### config.mk
export PLATFORM = sky130hd
export DESIGN_NAME = echo_width_meter_flat
export DESIGN_NICKNAME = d
export VERILOG_FILES = /design/src/rtl/echo_width_meter_if.sv /design/src/rtl/echo_width_meter.sv /design/src/flat_wrapper.sv
export SDC_FILE = /design/constraint.sdc
export NUM_CORES = 1
export LEC_CHECK = 0
export CORE_ASPECT_RATIO = 0.9
export CORE_MARGIN = 4
export CORE_UTILIZATION = 49
export DETAILED_ROUTE_END_ITERATION = 10
export GPL_TIMING_DRIVEN = 0
export PLACE_DENSITY = 0.73
export SLEW_MARGIN = 30
export SYNTH_ARGS = -nofsm -noshare
export SYNTH_HDL_FRONTEND = slang
export SYNTH_SLANG_ARGS = --single-unit
### constraint.sdc
create_clock -name clk -period 2.9 [get_ports clk]
set_input_delay 0.58 -clock clk [delete_from_list [all_inputs] [get_ports clk]]
set_output_delay 0.58 -clock clk [all_outputs]
set_load 0.02 [all_outputs]
### src/rtl/echo_width_meter_if.sv
// Echo width meter bus: arm pulse, raw echo pin, result and status.
// master drives start/echo; slave (the meter) drives the results.
interface echo_width_meter_if #(
  parameter int WIDTH = 16
);
  logic             start;
  logic             echo;
  logic [WIDTH-1:0] width_us;
  logic             valid;
  logic             timeout;
  logic             busy;

  modport master (
    output start,
    output echo,
    input  width_us,
    input  valid,
    input  timeout,
    input  busy
  );

  modport slave (
    input  start,
    input  echo,
    output width_us,
    output valid,
    output timeout,
    output busy
  );
endinterface

### src/rtl/echo_width_meter.sv
// Times the echo high-time in us after each start; one valid or timeout per start.
// Ports: clk, rst (async, active-low), bus (start/echo in; width_us/valid/timeout/busy out).
module echo_width_meter #(
  parameter int CLK_HZ     = 100_000_000,
  parameter int TICK_DIV   = 100,
  parameter int WIDTH      = 16,
  parameter int TIMEOUT_US = 38000
) (
  input  logic clk,
  input  logic rst,
  echo_width_meter_if.slave bus
);

  if (CLK_HZ != TICK_DIV * 1_000_000) begin : g_bad_clk
    $error("CLK_HZ must equal TICK_DIV * 1 MHz");
  end
  if (TICK_DIV < 2) begin : g_bad_div
    $error("TICK_DIV must be >= 2");
  end
  if (TIMEOUT_US >= (2 ** WIDTH)) begin : g_bad_tmo
    $error("TIMEOUT_US must fit in WIDTH bits");
  end

  localparam int PW = $clog2(TICK_DIV);
  localparam logic [PW-1:0] PRE_MAX = PW'(TICK_DIV - 1);
  localparam logic [WIDTH-1:0] TMO = WIDTH'(TIMEOUT_US);

  typedef enum logic [1:0] {
    IDLE,
    ARM,
    MEASURE
  } state_t;

  state_t           state_q;
  logic             sync_q;
  logic             es_q;
  logic             ed_q;
  logic [PW-1:0]    pre_q;
  logic [WIDTH-1:0] cnt_q;
  logic [WIDTH-1:0] width_q;
  logic             valid_q;
  logic             timeout_q;
  logic             busy_q;

  logic             rise;
  logic             fall;
  logic             tick;
  logic             at_lim;
  logic [WIDTH-1:0] width_d;

  assign rise   = es_q & ~ed_q;
  assign fall   = ~es_q & ed_q;
  assign tick   = (pre_q == PRE_MAX);
  assign at_lim = (cnt_q == TMO);
  // The tick due this very cycle is counted so the result is floor(H/TICK_DIV).
  assign width_d = cnt_q + WIDTH'(tick);

  always_ff @(posedge clk or negedge rst) begin
    if (!rst) begin
      sync_q <= 1'b0;
      es_q   <= 1'b0;
      ed_q   <= 1'b0;
    end else begin
      sync_q <= bus.echo;
      es_q   <= sync_q;
      ed_q   <= es_q;
    end
  end

  always_ff @(posedge clk or negedge rst) begin
    if (!rst) begin
      state_q   <= IDLE;
      pre_q     <= '0;
      cnt_q     <= '0;
      width_q   <= '0;
      valid_q   <= 1'b0;
      timeout_q <= 1'b0;
      busy_q    <= 1'b0;
    end else begin
      valid_q   <= 1'b0;
      timeout_q <= 1'b0;
      pre_q     <= tick ? '0 : pre_q + 1'b1;
      if (tick) cnt_q <= cnt_q + 1'b1;
      unique case (state_q)
        IDLE: begin
          cnt_q <= '0;
          if (bus.start) begin
            state_q <= ARM;
            busy_q  <= 1'b1;
            pre_q   <= '0;
          end
        end
        ARM: begin
          // Timeout has priority over a coincident rising edge.
          if (at_lim) begin
            state_q   <= IDLE;
            busy_q    <= 1'b0;
            timeout_q <= 1'b1;
            pre_q     <= '0;
            cnt_q     <= '0;
          end else if (rise) begin
            state_q <= MEASURE;
            pre_q   <= '0;
            cnt_q   <= '0;
          end
        end
        MEASURE: begin
          // A falling edge beats a coincident timeout.
          if (fall) begin
            state_q <= IDLE;
            busy_q  <= 1'b0;
            valid_q <= 1'b1;
            width_q <= width_d;
            pre_q   <= '0;
            cnt_q   <= '0;
          end else if (at_lim) begin
            state_q   <= IDLE;
            busy_q    <= 1'b0;
            timeout_q <= 1'b1;
            pre_q     <= '0;
            cnt_q     <= '0;
          end
        end
        default: begin
          state_q <= IDLE;
          busy_q  <= 1'b0;
          pre_q   <= '0;
          cnt_q   <= '0;
        end
      endcase
    end
  end

  assign bus.width_us = width_q;
  assign bus.valid    = valid_q;
  assign bus.timeout  = timeout_q;
  assign bus.busy     = busy_q;

endmodule

### src/flat_wrapper.sv
// flat-port wrapper written by rule: the top's interface ports become plain ports
module echo_width_meter_flat 
#(
  parameter int CLK_HZ     = 100_000_000,
  parameter int TICK_DIV   = 100,
  parameter int WIDTH      = 16,
  parameter int TIMEOUT_US = 38000
)
  (clk, rst, bus_start, bus_echo, bus_width_us, bus_valid, bus_timeout, bus_busy);
  echo_width_meter_if #(.WIDTH(WIDTH)) bus_i ();
  input  logic clk;
  input  logic rst;
  input wire logic [$bits(bus_i.start)-1:0] bus_start;
  input wire logic [$bits(bus_i.echo)-1:0] bus_echo;
  output wire logic [$bits(bus_i.width_us)-1:0] bus_width_us;
  output wire logic [$bits(bus_i.valid)-1:0] bus_valid;
  output wire logic [$bits(bus_i.timeout)-1:0] bus_timeout;
  output wire logic [$bits(bus_i.busy)-1:0] bus_busy;
  assign bus_i.start = bus_start;
  assign bus_i.echo = bus_echo;
  assign bus_width_us = bus_i.width_us;
  assign bus_valid = bus_i.valid;
  assign bus_timeout = bus_i.timeout;
  assign bus_busy = bus_i.busy;
  echo_width_meter #(.CLK_HZ(CLK_HZ), .TICK_DIV(TICK_DIV), .WIDTH(WIDTH), .TIMEOUT_US(TIMEOUT_US)) u_core (.clk(clk), .rst(rst), .bus(bus_i));
endmodule
# --- After elaboration in Yosys (flattened, before gate mapping) ---
# Cells that the tools add are included.
totals:
  inputBits: 4
  elab_cells: 55
  regBits: 47
  out_inout_bits: 19
classes:
  n_addsub: 3
  eq_ne: 7
  n_reduce_logical: 3
  mux: 28
  n_bitwise: 4
ops:
  columns: ["cell", "n"]
  rows:
  - ["16-bit 2-to-1 mux", 5]
  - ["7-bit 2-to-1 mux", 6]
  - ["16-bit case mux with 2 select lines", 1]
  - ["7-bit case mux with 3 select lines", 1]
  - ["16-bit by 1-bit adder with 16-bit output", 1]
  - ["16-bit by 1-bit adder with 16-bit output (second input constant)", 1]
  - ["16-bit == test (second input constant)", 1]
  - ["2-bit 2-to-1 mux", 5]
  - ["7-bit by 1-bit adder with 7-bit output (second input constant)", 1]
  - ["7-bit == test (second input constant)", 1]
  - ["1-bit 2-to-1 mux", 7]
  - ["3-bit by 1-bit inequality test with 1-bit output (second input constant)", 2]
  - ["2-bit case mux with 3 select lines", 1]
  - ["1-bit case mux with 3 select lines", 1]
  - ["3-bit AND reduction", 1]
  - ["1-bit bitwise AND", 2]
  - ["2-bit by 1-bit == test with 1-bit output (second input constant)", 1]
  - ["2-bit == test (second input constant)", 1]
  - ["2-bit logical NOT", 1]
  - ["2-bit inequality test (second input constant)", 1]
  - ["1-bit inverter", 2]
  - ["1-bit case mux with 2 select lines", 1]
  - ["2-bit AND reduction", 1]

# --- Logic depth before layout (Yosys ltp) ---
# Gate-level depths: netlist of run 1.
logic_depth:
  depth_word: 5
  mapped_depth: 9
  mapped_depth_nobuf: 9

# --- Least setup slack after synthesis of run 1 ---
# No wires, ideal clock.
synth_timing:
  kind: "reg2reg"
  from: "register u_core.pre_q[2]"
  to: "register u_core.width_q[14] (netlist: u_core.bus.width_us[14])"
  arrival_ns: 2.439
  n_path_buf: 1
  required_ns: 2.767
  path_stages_with_launch: 10
  path_slack_ns: 0.328
  setup_ns: 0.133
  synth_period_minus_slack_ns: 2.572
  path_cell_list: "dfrtp_1 > or4b_1 > clkbuf_1 > nor2_1 > ha_1 > ha_1 > nand3_1 > nor4_1 > xnor2_1 > o21ai_0"
synth_via:
  elab_chain_len: 2
synth_lines:
  columns: ["item", "line", "text"]
  rows:
  - ["from (decl)", "echo_width_meter.sv:38", "logic [PW-1:0] pre_q;"]
  - ["from (signal assigned)", "echo_width_meter.sv:82", "pre_q <= tick ? '0 : pre_q + 1'b1;"]
  - ["7-bit == test", "echo_width_meter.sv:53", "assign tick = (pre_q == PRE_MAX);"]
  - ["16-bit by 1-bit adder with 16-bit output", "echo_width_meter.sv:56", "assign width_d = cnt_q + WIDTH'(tick);"]
  - ["to (signal assigned)", "echo_width_meter.sv:113", "width_q <= width_d;"]
  - ["to (decl)", "echo_width_meter.sv:40", "logic [WIDTH-1:0] width_q;"]
# Every way passes these cells.
# A chain may end at the register's enable or synchronous reset.

# --- Worst setup path in the final report of run 1 ---
layout_timing:
  from: "register u_core.pre_q[2]"
  to: "register u_core.cnt_q[15]"
layout_via:
  elab_chain_len: 5
  word_cells_on_any_way: 7
  cone_classes: "eq/ne: 1; mux: 6"
layout_lines:
  columns: ["item", "line", "text"]
  rows:
  - ["7-bit == test (*)", "echo_width_meter.sv:53", null]
  - ["16-bit 2-to-1 mux (*)", "echo_width_meter.sv:83", "if (tick) cnt_q <= cnt_q + 1'b1;"]
  - ["16-bit 2-to-1 mux (on tied branches)", "echo_width_meter.sv:116, echo_width_meter.sv:101", null]
  - ["16-bit 2-to-1 mux (on tied branches)", "echo_width_meter.sv:109, echo_width_meter.sv:95", null]
  - ["16-bit case mux with 2 select lines (*)", "echo_width_meter.sv:84", "unique case (state_q)"]
  - ["to (signal assigned)", "echo_width_meter.sv:83", null]
  - ["to (decl)", "echo_width_meter.sv:39", "logic [WIDTH-1:0] cnt_q;"]
# Every way passes the cells marked *; elsewhere a longest branch is shown, timed or not.

==> impl_metrics.csv, run 1 <==
group,metric,value,unit
detailed_routing,route.detailed.drc,0,
setup_path,crit_required,3120,ps
place,port_buffers,22,
floorplan,dieWidth,81.60,microns
timing,finalCritPeriodShare,89.64,%
finish,nets,296,
detailed_routing,totalWireLength,5013,microns
finish,mostFrequentLayoutCell,"dfrtp_1",
setup_path,max_stage_delay,520,ps
setup_path,startpoint_type,"flop",
floorplan,fp.dieH,74.24,microns
timing,rsz0062_at_grt,"no",
pwr,p_total,1.514,mW
global_routing,grt_max_degree,48,
timing,fin_worst_skew,10.44,ps
clocking,cts_buffers,5,
setup_path,critPathCaptureType,"flop",
finish,antenna_cells,0,
yosys,synth.ff_latch_count,47,
place,place.gp.congestion,0.8414,
clocking,postCtsHoldBufs,0,
timing,fin_ws,300.5,ps
setup_path,worst-path-max-fanout,9,
yosys,yosysTopAreaCell,"dfrtp_1",
global_routing,grt_antenna_before_repair,0,
clocking,clk_latency,310,ps
yosys,synth-warning-count,0,
yosys,ys_top_cells_by_area,"dfrtp_1, xnor2_1, ha_1",
yosys,syn_area,2389,sq um
detailed_routing,wl_per_cell,14.53,microns
pwr,leakage,1.085,nW
finish,drive_gt1_share,6.360,%
yosys,yosysSeqAreaShare,49.24,%
floorplan,core,4576,sq um
yosys,synthDistinctLibCells,35,
pwr,ir_worst_vdd,362.7,uV
finish,final_area,2835,sq um
global_routing,grt_pass1_wl,8480,microns
place,place.detailed.hpwl,3533,microns
place,placed_area,2684,sq um
floorplan,io_pins,23,
global_routing,grt_use_total,18.27,%
timing,max_slew.worst_pin.slew,743.1,ps
setup_path,cp.arrival,2810,ps
clocking,cts.path.max_buffers,2,
global_routing,overflow,0,
run_status,status,"finished clean",
detailed_routing,drt_iter0_drc,153,
timing,clock.fmax,384.7,MHz
yosys,avgSynthCellArea,9.516,sq um
setup_path,crit_path_top_delay_cell,"or4_1",
floorplan,start_util,52.20,%
setup_path,crit_top_cell,"or4_1",
yosys,synth_top_area_share,49.24,%
detailed_routing,postRouteAntennaNets,0,
yosys,postSynthCellCount,251,
pwr,pwr_density_cell,534.0,nW/um^2
clocking,cts_tree,"done",
run,max_cap_violations,0,
global_routing,grt_pass1_vias,1791,
timing,setup_viol,0,
clocking,clkTransAtPathRegs,90,ps
timing,drv_slew,0,
clocking,cts.htree.levels,2,
detailed_routing,dr.pass1.iters,4,
setup_path,worst-setup-path-type,"reg2reg",
setup_path,worstPathCellList,"or4b_1 -> clkbuf_1 -> or4_1 -> buf_2 -> or4_1 -> a21oi_1",
clocking,root_buffer,"clkbuf_8",
finish,nFillCells,381,
place,pre_cts_ws,-113.2,ps
yosys,synth_nets,265,
detailed_routing,vias_per_cell,5.499,
floorplan,die-area,6057,sq um
timing,relSlewSlack,50.23,%
finish,final_cell_mix,"dfrtp_1, nand2_1, o21ai_0",
timing,hold_violations,0,
finish,syn2layout_area_growth,18.70,%
detailed_routing,vias,1897,
floorplan,row_count,23,
timing,setup_tns,0,ps
timing,finalCriticalPeriod,2600,ps
worst_hold_path,hold_path.class,"in2async",
clocking,clock-sinks,47,
flip-flops by register name, summed over array words and instances, names as in the netlist:
register / count
u_core.bus.busy: 1
u_core.bus.timeout: 1
u_core.bus.valid: 1
u_core.bus.width_us: 16
u_core.cnt_q: 16
u_core.ed_q: 1
u_core.es_q: 1
u_core.pre_q: 7
u_core.state_q: 2
u_core.sync_q: 1
path summary, 6_finish.rpt:
| path | from | endpoint | slack (ps) | cells past startpoint |
|---|---|---|---|---|
| worst max-delay path | u_core.pre_q[2]$_DFF_PN0_ | u_core.cnt_q[15]$_DFF_PN0_ | 300 | 6 |
| worst min-delay path | rst | u_core.pre_q[2]$_DFF_PN0_ | 260 | 1 |
| worst max register to register | u_core.pre_q[2]$_DFF_PN0_ | u_core.cnt_q[15]$_DFF_PN0_ | 300 | 6 |
| worst min register to register | u_core.sync_q$_DFF_PN0_ | u_core.es_q$_DFF_PN0_ | 360 | 0 |
| max in group asynchronous | rst | u_core.bus.width_us[7]$_DFFE_PN0P_ | 2230 | 1 |
| min in group clk | u_core.sync_q$_DFF_PN0_ | u_core.es_q$_DFF_PN0_ | 360 | 0 |
per-stage QoR:
step | cells | hold WS, ps | utilization (%)
finish | 345 | 256.3 | 61.96
CTS | 343 | 284.6 | 61.28
global placement | 335 | 334.8 | 58.71
floorplan | 251 | 284.4 | -
global route | 345 | 306.7 | 61.96
detailed placement | 335 | 338.7 | 58.65
cell usage after synthesis (all sizes together):
library cell	count
dfrtp	47
nand2	29
o21ai	22
nor2	17
xnor2	17
clkbuf	12
nand3	11
nand4	11
nor4	11
a21oi	10
ha	10
xor2	7
inv	6
or3	6
nor3	5
nor4b	4
or4	4
a31oi	2
and2	2
buf	2
o31ai	2
or2	2
a21o	1
a32oi	1
and3	1
and4	1
nand2b	1
nand3b	1
nor2b	1
nor3b	1
nor4bb	1
o211ai	1
or3b	1
or4b	1
cell type report:
class | count | area (sq um) | area share, %
buffer | 14 | 53.80 | 1.898
clock buffer | 6 | 82.58 | 2.913
clock inverter | 2 | 35.03 | 1.236
inverter | 6 | 22.52 | 0.7944
multi-input combinational | 184 | 1155 | 40.73
sequential | 47 | 1176 | 41.48
tap | 62 | 77.57 | 2.736
timing repair buffer | 24 | 232.7 | 8.208
layer usage:
metal | vias up | wire, microns | global-route usage, %
met4 | 0 | 107 | 7.934
met3 | 12 | 229 | 3.632
li1 | 951 | - | -
met1 | 892 | 2438 | 26.47
met5 | - | 0 | 0
met2 | 42 | 2237 | 26.67
power breakdown:
| group | internal [mW] | switching, mW | total (mW) | leakage (nW) |
|---|---|---|---|---|
| sequential | 0.694 | 0.0360 | 0.730 | 0.643 |
| combinational | 0.102 | 0.186 | 0.288 | 0.381 |
| clock | 0.279 | 0.218 | 0.496 | 0.0612 |
| total | 1.07 | 0.439 | 1.51 | 1.09 |
cell families after synthesis:
| family | Yosys count | synth area share [%] |
|---|---|---|
| AOI/OAI and AO/OA | 39 | 8.853 |
| xor gates and xnor gates | 24 | 8.800 |
| adders and majority gates | 10 | 5.238 |
| buffers and inverters | 20 | 3.195 |
| DFF | 47 | 49.24 |
| and+or+nand+nor | 111 | 24.67 |
worst max-delay path, delay by kind of cell (launching register included):
kind            cells  cell delay (ps)
buf+inv             2              360
flops               1              460
simple gates        3             1530
compound gates      1              160
repair_timing:
item | in CTS | in global routing
setup endpoints to repair | 4 | 5
buffers inserted | 0 | 2
resized for setup | 1 | 3
pin swaps | 0 | 2
Power figures use the tool's default switching activity.
==> inputs of run 2 (changes only) <==
Settings changed: SKIP_CTS_REPAIR_TIMING from default to 1.
==> results of run 2 <==
The final DEF is identical to that of run 1; final timing and power are the same.
